`src/rtl/cmd_stream_bridge.sv`:
```
// Byte-to-command bridge: packs WORD_BYTES bytes into a word and queues
// words in a first-word-fall-through FIFO toward an AXI-stream sink.
module cmd_stream_bridge #(
  parameter int WORD_BYTES     = 4,
  parameter int FIFO_DEPTH     = 16,
  parameter int TIMEOUT_CYCLES = 250000,
  parameter bit BIG_ENDIAN     = 1'b1
) (
  input  logic                        clk_pix,
  input  logic                        reset,
  input  logic                        flush_i,
  input  logic                        byte_valid_i,
  output logic                        byte_ready_o,
  input  logic [7:0]                  byte_data_i,
  output logic                        cmd_axis_tvalid_o,
  input  logic                        cmd_axis_tready_i,
  output logic [8*WORD_BYTES-1:0]     cmd_axis_tdata_o,
  output logic [$clog2(FIFO_DEPTH):0] level_o,
  output logic                        err_timeout_o,
  output logic [7:0]                  drop_count_o
);

  localparam int DW = 8 * WORD_BYTES;
  localparam int CW = (WORD_BYTES > 1) ? $clog2(WORD_BYTES) : 1;
  localparam int AW = $clog2(FIFO_DEPTH);
  localparam int PW = AW + 1;
  localparam int TW = (TIMEOUT_CYCLES > 1) ? $clog2(TIMEOUT_CYCLES) : 1;
  localparam bit TO_EN = (TIMEOUT_CYCLES > 0);
  localparam logic [CW-1:0] LAST_IDX = CW'(WORD_BYTES - 1);
  localparam logic [TW-1:0] TO_LAST =
    (TIMEOUT_CYCLES > 0) ? TW'(TIMEOUT_CYCLES - 1) : '0;

  typedef enum logic {
    S_IDLE,
    S_COLLECT
  } state_e;

  logic [CW-1:0] byte_cnt_q, byte_cnt_d;
  logic [TW-1:0] idle_q, idle_d;
  logic [DW-1:0] sr_q, sr_d;
  logic [PW-1:0] wr_q, wr_d;
  logic [PW-1:0] rd_q, rd_d;
  logic [DW-1:0] mem_q [FIFO_DEPTH];
  logic          err_q, err_d;
  logic [7:0]    drop_q, drop_d;

  logic          last;
  logic          full;
  logic          empty;
  logic          accept;
  logic          push;
  logic          pop;
  logic          fire;
  logic [CW-1:0] lane;
  state_e        state;

  assign state  = (byte_cnt_q == '0) ? S_IDLE : S_COLLECT;
  assign last   = (byte_cnt_q == LAST_IDX);
  assign empty  = (wr_q == rd_q);
  assign full   = (wr_q[AW] != rd_q[AW]) &&
                  (wr_q[AW-1:0] == rd_q[AW-1:0]);

  // Only the final byte needs FIFO room; full ignores a same-cycle pop.
  assign byte_ready_o = !(last && full);
  assign accept       = byte_valid_i && byte_ready_o;
  assign push         = accept && last;
  assign pop          = !empty && cmd_axis_tready_i;
  assign lane = BIG_ENDIAN ? (LAST_IDX - byte_cnt_q) : byte_cnt_q;

  always_comb begin
    byte_cnt_d = byte_cnt_q;
    idle_d     = idle_q;
    sr_d       = sr_q;
    fire       = 1'b0;
    if (accept) begin
      sr_d[{lane, 3'b000} +: 8] = byte_data_i;
      byte_cnt_d = last ? '0 : byte_cnt_q + CW'(1);
      idle_d     = '0;
    end else begin
      unique case (state)
        S_IDLE: begin
          idle_d = '0;
        end
        S_COLLECT: begin
          if (!TO_EN) begin
            idle_d = '0;
          end else if (idle_q == TO_LAST) begin
            fire       = 1'b1;
            byte_cnt_d = '0;
            idle_d     = '0;
          end else begin
            idle_d = idle_q + TW'(1);
          end
        end
        default: begin
          idle_d = '0;
        end
      endcase
    end
  end

  always_comb begin
    wr_d   = push ? wr_q + PW'(1) : wr_q;
    rd_d   = pop ? rd_q + PW'(1) : rd_q;
    err_d  = fire;
    drop_d = drop_q;
    if (fire && drop_q != 8'hFF) begin
      drop_d = drop_q + 8'd1;
    end
  end

  always_ff @(posedge clk_pix) begin
    if (reset || flush_i) begin
      byte_cnt_q <= '0;
      idle_q     <= '0;
      wr_q       <= '0;
      rd_q       <= '0;
      err_q      <= 1'b0;
    end else begin
      byte_cnt_q <= byte_cnt_d;
      idle_q     <= idle_d;
      wr_q       <= wr_d;
      rd_q       <= rd_d;
      err_q      <= err_d;
    end
  end

  // Drop count survives a flush; only reset clears it.
  always_ff @(posedge clk_pix) begin
    if (reset) begin
      drop_q <= '0;
    end else if (!flush_i) begin
      drop_q <= drop_d;
    end
  end

  always_ff @(posedge clk_pix) begin
    if (accept) begin
      sr_q <= sr_d;
    end
    if (push && !flush_i && !reset) begin
      mem_q[wr_q[AW-1:0]] <= sr_d;
    end
  end

  assign cmd_axis_tvalid_o = !empty;
  assign cmd_axis_tdata_o  = mem_q[rd_q[AW-1:0]];
  assign level_o           = wr_q - rd_q;
  assign err_timeout_o     = err_q;
  assign drop_count_o      = drop_q;

endmodule
```
`config.mk`:
```
export PLATFORM = sky130hd
export DESIGN_NAME = cmd_stream_bridge
export DESIGN_NICKNAME = d
export VERILOG_FILES = /design/src/rtl/cmd_stream_bridge.sv
export SDC_FILE = /design/constraint.sdc
export NUM_CORES = 1
export LEC_CHECK = 0
export ABC_AREA = 1
export CAP_MARGIN = 20
export CORE_MARGIN = 1.5
export CORE_UTILIZATION = 50
export DETAILED_ROUTE_END_ITERATION = 6
export PLACE_DENSITY_LB_ADDON = 0.08
export SYNTH_ARGS = -nofsm -noshare
export SYNTH_HDL_FRONTEND = slang
export SYNTH_SLANG_ARGS = --single-unit
```
`constraint.sdc`:
```
create_clock -name clk_pix -period 3.98 [get_ports clk_pix]
set_input_delay 0.796 -clock clk_pix [delete_from_list [all_inputs] [get_ports clk_pix]]
set_output_delay 0.796 -clock clk_pix [all_outputs]
set_load 0.005 [all_outputs]
```
==> results of run 1 <==
[cell families after synthesis]
group / Yosys count / synth area share (%)
AOI/OAI and AO/OA: 470 / 11.2
and+or+nand+nor: 727 / 12.6
buffers and inverters: 180 / 3.07
adders and majority gates: 18 / 0.970
xor gates and xnor gates: 15 / 0.548
DFF: 587 / 71.7
[state kept, by name, summed over array words and instances (netlist names), named ones only]
name and count:
mem_q 512, byte_cnt_q 2, rd_q 5, err_timeout_o 1, drop_count_o 8, idle_q 18, wr_q 5, sr_q 32
[layer usage]
metal,global-route usage (%),wire length (um),up-vias
met4,6.78,1330,0
met3,4.69,3990,104
met1,34.3,26700,7651
met5,0,0,-
li1,-,-,7342
met2,38.7,27700,491
[through the flow]
step           worst slack [ps]  power, mW
6_report                    173       12.4
5_1_grt                    25.6       12.7
4_1_cts                    87.0       12.5
3_5_place_dp                749       7.17
3_3_place_gp                782       7.16
2_1_floorplan               224       7.06
[layout make-up]
type / instances / share of cell area [%]
sequential: 587 / 62.6
multi-input combinational: 1230 / 22.5
clock buffer: 73 / 5.63
timing repair buffer: 122 / 4.53
tap: 615 / 2.80
clock inverter: 34 / 1.07
inverter: 66 / 0.928
antenna: 2 / 0.0182
[power by group]
part           total [mW]  switching (mW)  internal [mW]
clock                5.34            2.27           3.07
combinational       0.233           0.194         0.0381
sequential           6.81         0.00581           6.80
[worst register-to-register path: stages (launching register included)]
cell	delay [ps]
dfxtp_1	330
buf_4	300
inv_1	160
ha_1	360
clkinv_1	250
nor2_1	570
nand4_1	210
nand2_1	510
[timing repair]
action | 4_1_cts | 5_1_grt
gates resized for setup | 0 | 1
hold buffers | 0 | 0
setup endpoints to repair | 0 | 2
[worst paths after layout]
check,startpoint,endpoint
max,flip-flop,cmd_axis_tdata_o[2]
min,idle_q[17]$_SDFF_PP0_,idle_q[17]$_SDFF_PP0_
max reg2reg,byte_cnt_q[0]$_SDFFE_PP0P_,mem_q[9][17]$_DFFE_PP_
min reg2reg,idle_q[17]$_SDFF_PP0_,idle_q[17]$_SDFF_PP0_
[cells in the mapped netlist, types with 11 or more instances]
library cell    n  share of area [%]
a21oi_1        19               0.40
edfxtp_1      544                 68
inv_1          59               0.92
clkbuf_1       72                1.1
ha_1           17               0.89
nand4_1        24               0.63
xor2_1         12               0.44
buf_2          33               0.69
o211ai_1      128                4.0
nor2_1        442                6.9
o21ai_0       306                6.4
nor2_2         11               0.29
nand2_1       141                2.2
nor3_1         12               0.25
nand3_1        88                1.8
o21ai_1        16               0.33
dfxtp_1        43                3.6
==> out/qor.txt, run 1 <==
Flops & latches, synth: 587
Routed WL: 59.7 mm
Total core area: 47500 sq um
Grt ovf: 0
First drt pass iteration count: 5
Commonest non-fill, non-tap cell in the layout: edfxtp_1
Synth Cell Area: 24000 sq um
HP Class: reg -> reg
Initial drt markers: 1548
Final GP Congestion: 0.815
Final Hold Viols: 0
Required time of the critical path: 3180 ps
Status: finished, final reports clean
Fin cells: 2729
Cells after synthesis: 1997
Pleak: 8.91 nW
Avg Cell Area, Syn: 12.0 sq um
WL/cell: 21.9 um
Fin crit share: 95.6%
CP delay by family, top: buffers and inverters
Vias in the first global route: 15200
Residual DRC: 0
Max VDD drop: 0.000280 V
Initial Util: 50.5%
Slew headroom: 48.6%
Commonest cells after routing, fill and taps aside: 544 x edfxtp_1, 426 x nor2_1, 306 x o21ai_0
Max_cap viols: 0
Area Growth Syn to Fin: 14.7%
First-pass GRT wire length: 90.7 mm
RSZ-0062 raised after global routing: no
Peak Freq: 0.263 GHz
IO Port Bufs: 60
Slowest cell delay on critical path: 530 ps
Power Dens Cells: 450 nW/um^2
R2r setup slk: 1010 ps
Bufs on Longest Clock Path: 3
Number of clock sinks: 587
Setup CP Type: reg -> out
CTS Root Cell: clkbuf_16
Endpoint arrival time on the critical path: 3010 ps
Critical path cell sequence: buf_12 -> buf_6 -> o21ai_0 -> o211ai_1 -> nand3_1 -> nand2_1 -> clkdlybuf4s50_1
Pin count of the biggest net entering global routing: 109
Fill cell count: 3854
Final core occ: 57.9%
Async S/R FF share, synth: 0%
Setup TNS: 0 ps
H-tree depth: 2
Die area: 49300 sq um
Setup crit end kind: output port
Multi-input logic area: 6180 sq um
Die width: 222 um
Post-synthesis cell type count: 32
CTS tree: built
Setup bufs post-CTS: 0
Initial antenna violation count: 2
Slew Limit Fails: 0
Finish-stage setup viols: 0
Synthesized Nets: 2028
Layout cells sized above 1: 9.00%
Primary FF master, synth: edfxtp_1
Total Routing Usage GR: 24.3%
Final Skew: 17.9 ps
Final Critical Period: 3810 ps
Critical path peak fanout: 108
YS warnings: 0
Hold path depth: 2
Die Ht: 222 um
R2r worst-path depth: 7
WP buf/inv: 3
Slowest CP cell: clkdlybuf4s50_1
Register area share after synthesis: 71.7%
Post-synth EDFFs: 544
NumNets Final: 2097
Post-DR vias/cell: 5.71
Antenna viol nets, final: 0
Worst-Margin Slew: 769 ps
IO Pins: 61
Storage element area: 17200 sq um
CTS Buf Count: 59
Setup crit start kind: flip-flop
Dpl cell area: 25700 sq um
Clk Latency, worst-skew pair: 610 ps
Detailed Place HPWL: 32.6 mm
Clk slew on worst S/H paths: 60 ps
Inst Count DP: 2620
Design area: 27500 sq um
Worst hold slack: 477 ps
Via count: 15600
Crit path depth: 7
Row cnt: 80
Note: power is estimated with default switching activity, not from simulation.
==> inputs of run 2 (changes only) <==
- REMOVE_ABC_BUFFERS: default -> 1
==> run 2 against run 1 <==
First-iteration DRC count shrank 6.3%; die area is the same; sequential share of layout area decreased by 0.26 points; global-route usage grew 0.27 points; worst hold slack better by 7.5 ps; flip-flop and latch count unchanged; final cell count about the same; core utilization increased by 0.24 points.
==> out/qor.txt, run 2 (synthesis results as in run 1) <==
Status: finished, final reports clean
Final Hold Viols: 0
Area Growth Syn to Fin: 15.1%
Bufs on Longest Clock Path: 3
Detailed Place HPWL: 32.8 mm
CTS tree: built
Worst-Margin Slew: 866 ps
Commonest non-fill, non-tap cell in the layout: edfxtp_1
Die width: 222 um
Final Critical Period: 3760 ps
Routed WL: 60.4 mm
Fin crit share: 94.4%
Post-CTS resize count: 0
Critical path peak fanout: 87
Reg power frac: 54.5%
Setup CP Type: reg -> out
Setup TNS: 0 ps
Inst Count DP: 2618
HP Class: reg -> reg
Residual DRC: 0
Setup bufs post-CTS: 0
First-pass GRT wire length: 92.0 mm
Row cnt: 80
Antenna viol nets, final: 0
Power Dens Cells: 452 nW/um^2
Sw Ratio: 19.9%
Max VDD drop: 0.000323 V
Via count: 15800
Vias in the first global route: 15100
Clock power share: 43.7%
Total core area: 47500 sq um
Largest register FFs: 512
Pleak: 8.95 nW
Final setup margin: 221 ps
HP Start: idle_q[17]$_SDFF_PP0_
Final Skew: 25.2 ps
Finish-stage setup viols: 0
Grt ovf: 0
Worst slack at placement: 570 ps
Final GP Congestion: 0.863
CTS Buf Count: 59
Initial antenna violation count: 4
Dpl cell area: 25700 sq um
IO Pins: 61
Clk Latency, worst-skew pair: 620 ps
P_sw: 2.49 mW
Slowest CP cell: buf_4
Total Routing Usage GR: 24.6%
Hold buffers post-CTS: 0
Critical path cell sequence: buf_4 -> o21ai_0 -> o211ai_1 -> nand3_1 -> nand2_1 -> clkdlybuf4s50_1
Required time of the critical path: 3180 ps
Power share of the combinational group: 1.8%
Die area: 49300 sq um
Tot Pwr: 12.5 mW
WL/cell: 22.1 um
Commonest cells after routing, fill and taps aside: 544 x edfxtp_1, 426 x nor2_1, 306 x o21ai_0
Slowest cell delay on critical path: 660 ps
Max_cap viols: 0
Initial drt markers: 1451
Endpoint arrival time on the critical path: 2960 ps
P_int: 10.0 mW
Clk slew on worst S/H paths: 60 ps
First drt pass iteration count: 5
Slew Limit Fails: 0
CTS Root Cell: clkbuf_16
Slew headroom: 42.3%
Die Ht: 222 um
Post-DR vias/cell: 5.77
IO Port Bufs: 60
Peak Freq: 0.266 GHz
Pin count of the biggest net entering global routing: 170
Initial Util: 50.5%
NumNets Final: 2095
Reg2reg start: wr_q[2]$_SDFFE_PP0P_
Fin cells: 2731
RSZ-0062 raised after global routing: no
H-tree depth: 2
Layout cells sized above 1: 9.04%
Design area: 27600 sq um
Setup crit end kind: output port
Setup crit start kind: flip-flop
Number of clock sinks: 587
run 2: cell count changes in the layout (fill, tap and decap cells not counted):
cell and delta:
clkinv_4 -1, clkinv_2 +3, buf_12 +7, clkinv_1 -4, diode_2 +1, clkbuf_1 +4
bufinv_16 +1, clkbuf_8 +1, buf_6 -1, buf_4 -8, clkinvlp_4 -1
run 2: area by class of cell:
| class | instances | area, sq um |
|---|---|---|
| tap | 615 | 769 |
| clock inverter | 32 | 309 |
| timing repair buffer | 120 | 1310 |
| inverter | 66 | 255 |
| antenna | 3 | 7.51 |
| fill | 3858 | 19900 |
| clock buffer | 78 | 1580 |
| sequential | 587 | 17200 |
| multi-input combinational | 1230 | 6180 |
run 2: power by group through the flow:
stage	Combinational (mW)	Sequential (mW)	Clock, mW
6_report	0.229	6.81	5.45
5_1_grt	0.250	6.81	5.76
2_1_floorplan	0.114	6.94	0
4_1_cts	0.228	6.81	5.54
3_5_place_dp	0.228	6.94	0
3_3_place_gp	0.220	6.94	0
run 2: metal layers:
layer	up-vias	GRT usage, %	share of wire, %
met2	523	38.5	46
met4	4	5.94	1.8
met5	-	0	0.038
met3	84	4.47	6.9
li1	7345	-	-
met1	7812	35.7	45
run 2: worst paths after layout:
check | end | cells past startpoint | slack, ps
setup / recovery | cmd_axis_tdata_o[20] | 6 | 220
hold reg to reg | idle_q[17]$_SDFF_PP0_ | 2 | 480
setup reg to reg | mem_q[3][12]$_DFFE_PP_ | 11 | 880
hold / removal | idle_q[17]$_SDFF_PP0_ | 2 | 480
run 2: critical path: cells and delay by family, from the launching register on:
family | cells | cell delay (ps)
compound gates | 2 | 470
buf+inv | 2 | 1180
flops | 1 | 390
simple gates | 2 | 270
run 2: through the flow:
step | hold slack [ps] | utilization [%]
2_1_floorplan | 451 | -
3_3_place_gp | 468 | 54.1
3_5_place_dp | 476 | 54.1
4_1_cts | 485 | 58.1
5_1_grt | 515 | 58.1
6_report | 484 | 58.1
==> inputs of run 3 (changes only) <==
- CORE_UTILIZATION: 50 -> 30
==> run 3 against run 2 <==
Non-clock buffer count rose by 8; count of clock-buffer cells in the layout rose by 12; maximum frequency rose by 2.3%; wire length rose by 15%; critical path depth rose by 3; design area rose by 2.8%; clock power rose by 11%; combinational power rose by 7%; worst setup slack improved by 85 ps; final cell count rose by 17%.
==> out/qor.txt, run 3 (synthesis results as in run 1) <==
Required time of the critical path: 3180 ps
Slowest CP cell: clkdlybuf4s50_1
Dpl cell area: 26200 sq um
Commonest cells after routing, fill and taps aside: 544 x edfxtp_1, 426 x nor2_1, 305 x o21ai_0
Setup crit end kind: output port
Hold buffers post-CTS: 0
Routed WL: 69.5 mm
CTS tree: built
RSZ-0062 raised after global routing: no
First drt pass iteration count: 5
Setup bufs post-CTS: 0
NumNets Final: 2112
HP Class: reg -> reg
Worst slack at placement: 613 ps
Clk slew on worst S/H paths: 60 ps
Max VDD drop: 0.000243 V
Slowest cell delay on critical path: 510 ps
Endpoint arrival time on the critical path: 2880 ps
Worst-Margin Slew: 835 ps
Final Critical Period: 3670 ps
R2r setup slk: 860 ps
Clk Latency, worst-skew pair: 610 ps
WL/cell: 21.8 um
Critical path peak fanout: 57
Power share of the combinational group: 1.9%
P_int: 10.4 mW
WP buf/inv: 3
Residual DRC: 0
HP Start: idle_q[5]$_SDFF_PP0_
Fill cell count: 7852
Die width: 286 um
First-pass GRT wire length: 104 mm
Die Ht: 286 um
Storage element area: 17200 sq um
Clock power share: 46.1%
Initial drt markers: 1214
Largest register FFs: 512
Grt ovf: 0
Status: finished, final reports clean
Setup TNS: 0 ps
Bufs on Longest Clock Path: 3
Final setup margin: 306 ps
Die area: 81700 sq um
Reg power frac: 52.0%
Initial antenna violation count: 6
Detailed Place HPWL: 39.2 mm
Design area: 28400 sq um
Setup crit start kind: flip-flop
CTS Buf Count: 68
Pin count of the biggest net entering global routing: 139
Commonest non-fill, non-tap cell in the layout: edfxtp_1
Fin crit share: 92.3%
Slew headroom: 44.2%
H-tree depth: 3
Vias in the first global route: 15400
Final Skew: 20.4 ps
Post-CTS resize count: 0
Multi-input logic area: 6180 sq um
Layout cells sized above 1: 9.69%
Sw Ratio: 20.9%
Area Growth Syn to Fin: 18.3%
Final Hold Viols: 0
Pleak: 9.07 nW
Total Routing Usage GR: 17.1%
Reg2reg start: wr_q[2]$_SDFFE_PP0P_
Peak Freq: 0.272 GHz
Antenna viol nets, final: 0
CP delay by family, top: buffers and inverters
Slew Limit Fails: 0
Hold path depth: 2
R2R Path End: mem_q[12][4]$_DFFE_PP_
P_sw: 2.74 mW
Worst Hold End: idle_q[5]$_SDFF_PP0_
IO Pins: 61
IO Port Bufs: 60
Final GP Congestion: 0.792
Total core area: 79100 sq um
Tot Pwr: 13.1 mW
Initial Util: 30.3%
Post-DR vias/cell: 4.88
Power Dens Cells: 461 nW/um^2
Via count: 15600
R2r worst-path depth: 11
Setup CP Type: reg -> out
CTS Root Cell: clkbuf_16
Number of clock sinks: 587
Max_cap viols: 0
Finish-stage setup viols: 0
Row cnt: 103
Critical path cell sequence: inv_8 -> buf_12 -> nor2_1 -> nor2_1 -> o21ai_0 -> o211ai_1 -> o211ai_1 -> nand2_1 -> clkdlybuf4s50_1
[run 3: worst max-delay path by stage]
stage | startpoint | to | depth (start not counted)
3_5_place_dp | byte_valid_i | mem_q[12][7]$_DFFE_PP_ | 8
6_report | flip-flop | cmd_axis_tdata_o[5] | 9
5_1_grt | flip-flop | cmd_axis_tdata_o[31] | 9
3_3_place_gp | byte_valid_i | mem_q[12][31]$_DFFE_PP_ | 8
2_1_floorplan | flip-flop | cmd_axis_tdata_o[5] | 7
4_1_cts | flip-flop | cmd_axis_tdata_o[18] | 9
[run 3: worst reg2reg max path, delay by kind of cell (launching register included)]
| family | cells | cell delay (ps) |
|---|---|---|
| AND/OR/NAND/NOR | 8 | 1550 |
| flip-flops | 1 | 550 |
| buffers and inverters | 2 | 360 |
| adder cells (fa/ha/maj) | 1 | 360 |
[run 3: layout make-up]
class                      instances  share of cell area [%]
sequential                       587                    60.6
multi-input combinational       1230                    21.8
clock buffer                      90                    6.58
tap                             1050                    4.63
timing repair buffer             128                    4.53
clock inverter                    35                   0.956
inverter                          66                   0.899
antenna                            3                  0.0264
[run 3: per-stage QoR]
stage	util [%]	cells	hold WS [ps]
6_report	35.9	3189	479
5_1_grt	35.9	3189	507
4_1_cts	35.9	3186	486
3_5_place_dp	33.2	3061	478
3_3_place_gp	33.2	3061	469
2_1_floorplan	-	1883	451
[run 3: power groups by stage]
stage | combinational (mW) | clock [mW] | sequential, mW
global route | 0.270 | 6.45 | 6.81
detailed placement | 0.246 | 0 | 6.94
CTS | 0.247 | 6.23 | 6.81
floorplan | 0.114 | 0 | 6.94
global placement | 0.245 | 0 | 6.94
finish | 0.244 | 6.04 | 6.81
[run 3: per-layer routing]
metal  vias up  track usage (%)  routed length [um]
li1       7400                -                   -
met1      7720             24.6               33300
met3        78             3.13                3580
met4         2             4.67                1330
met2       352             26.2               31400
met5         -            0.872                  12
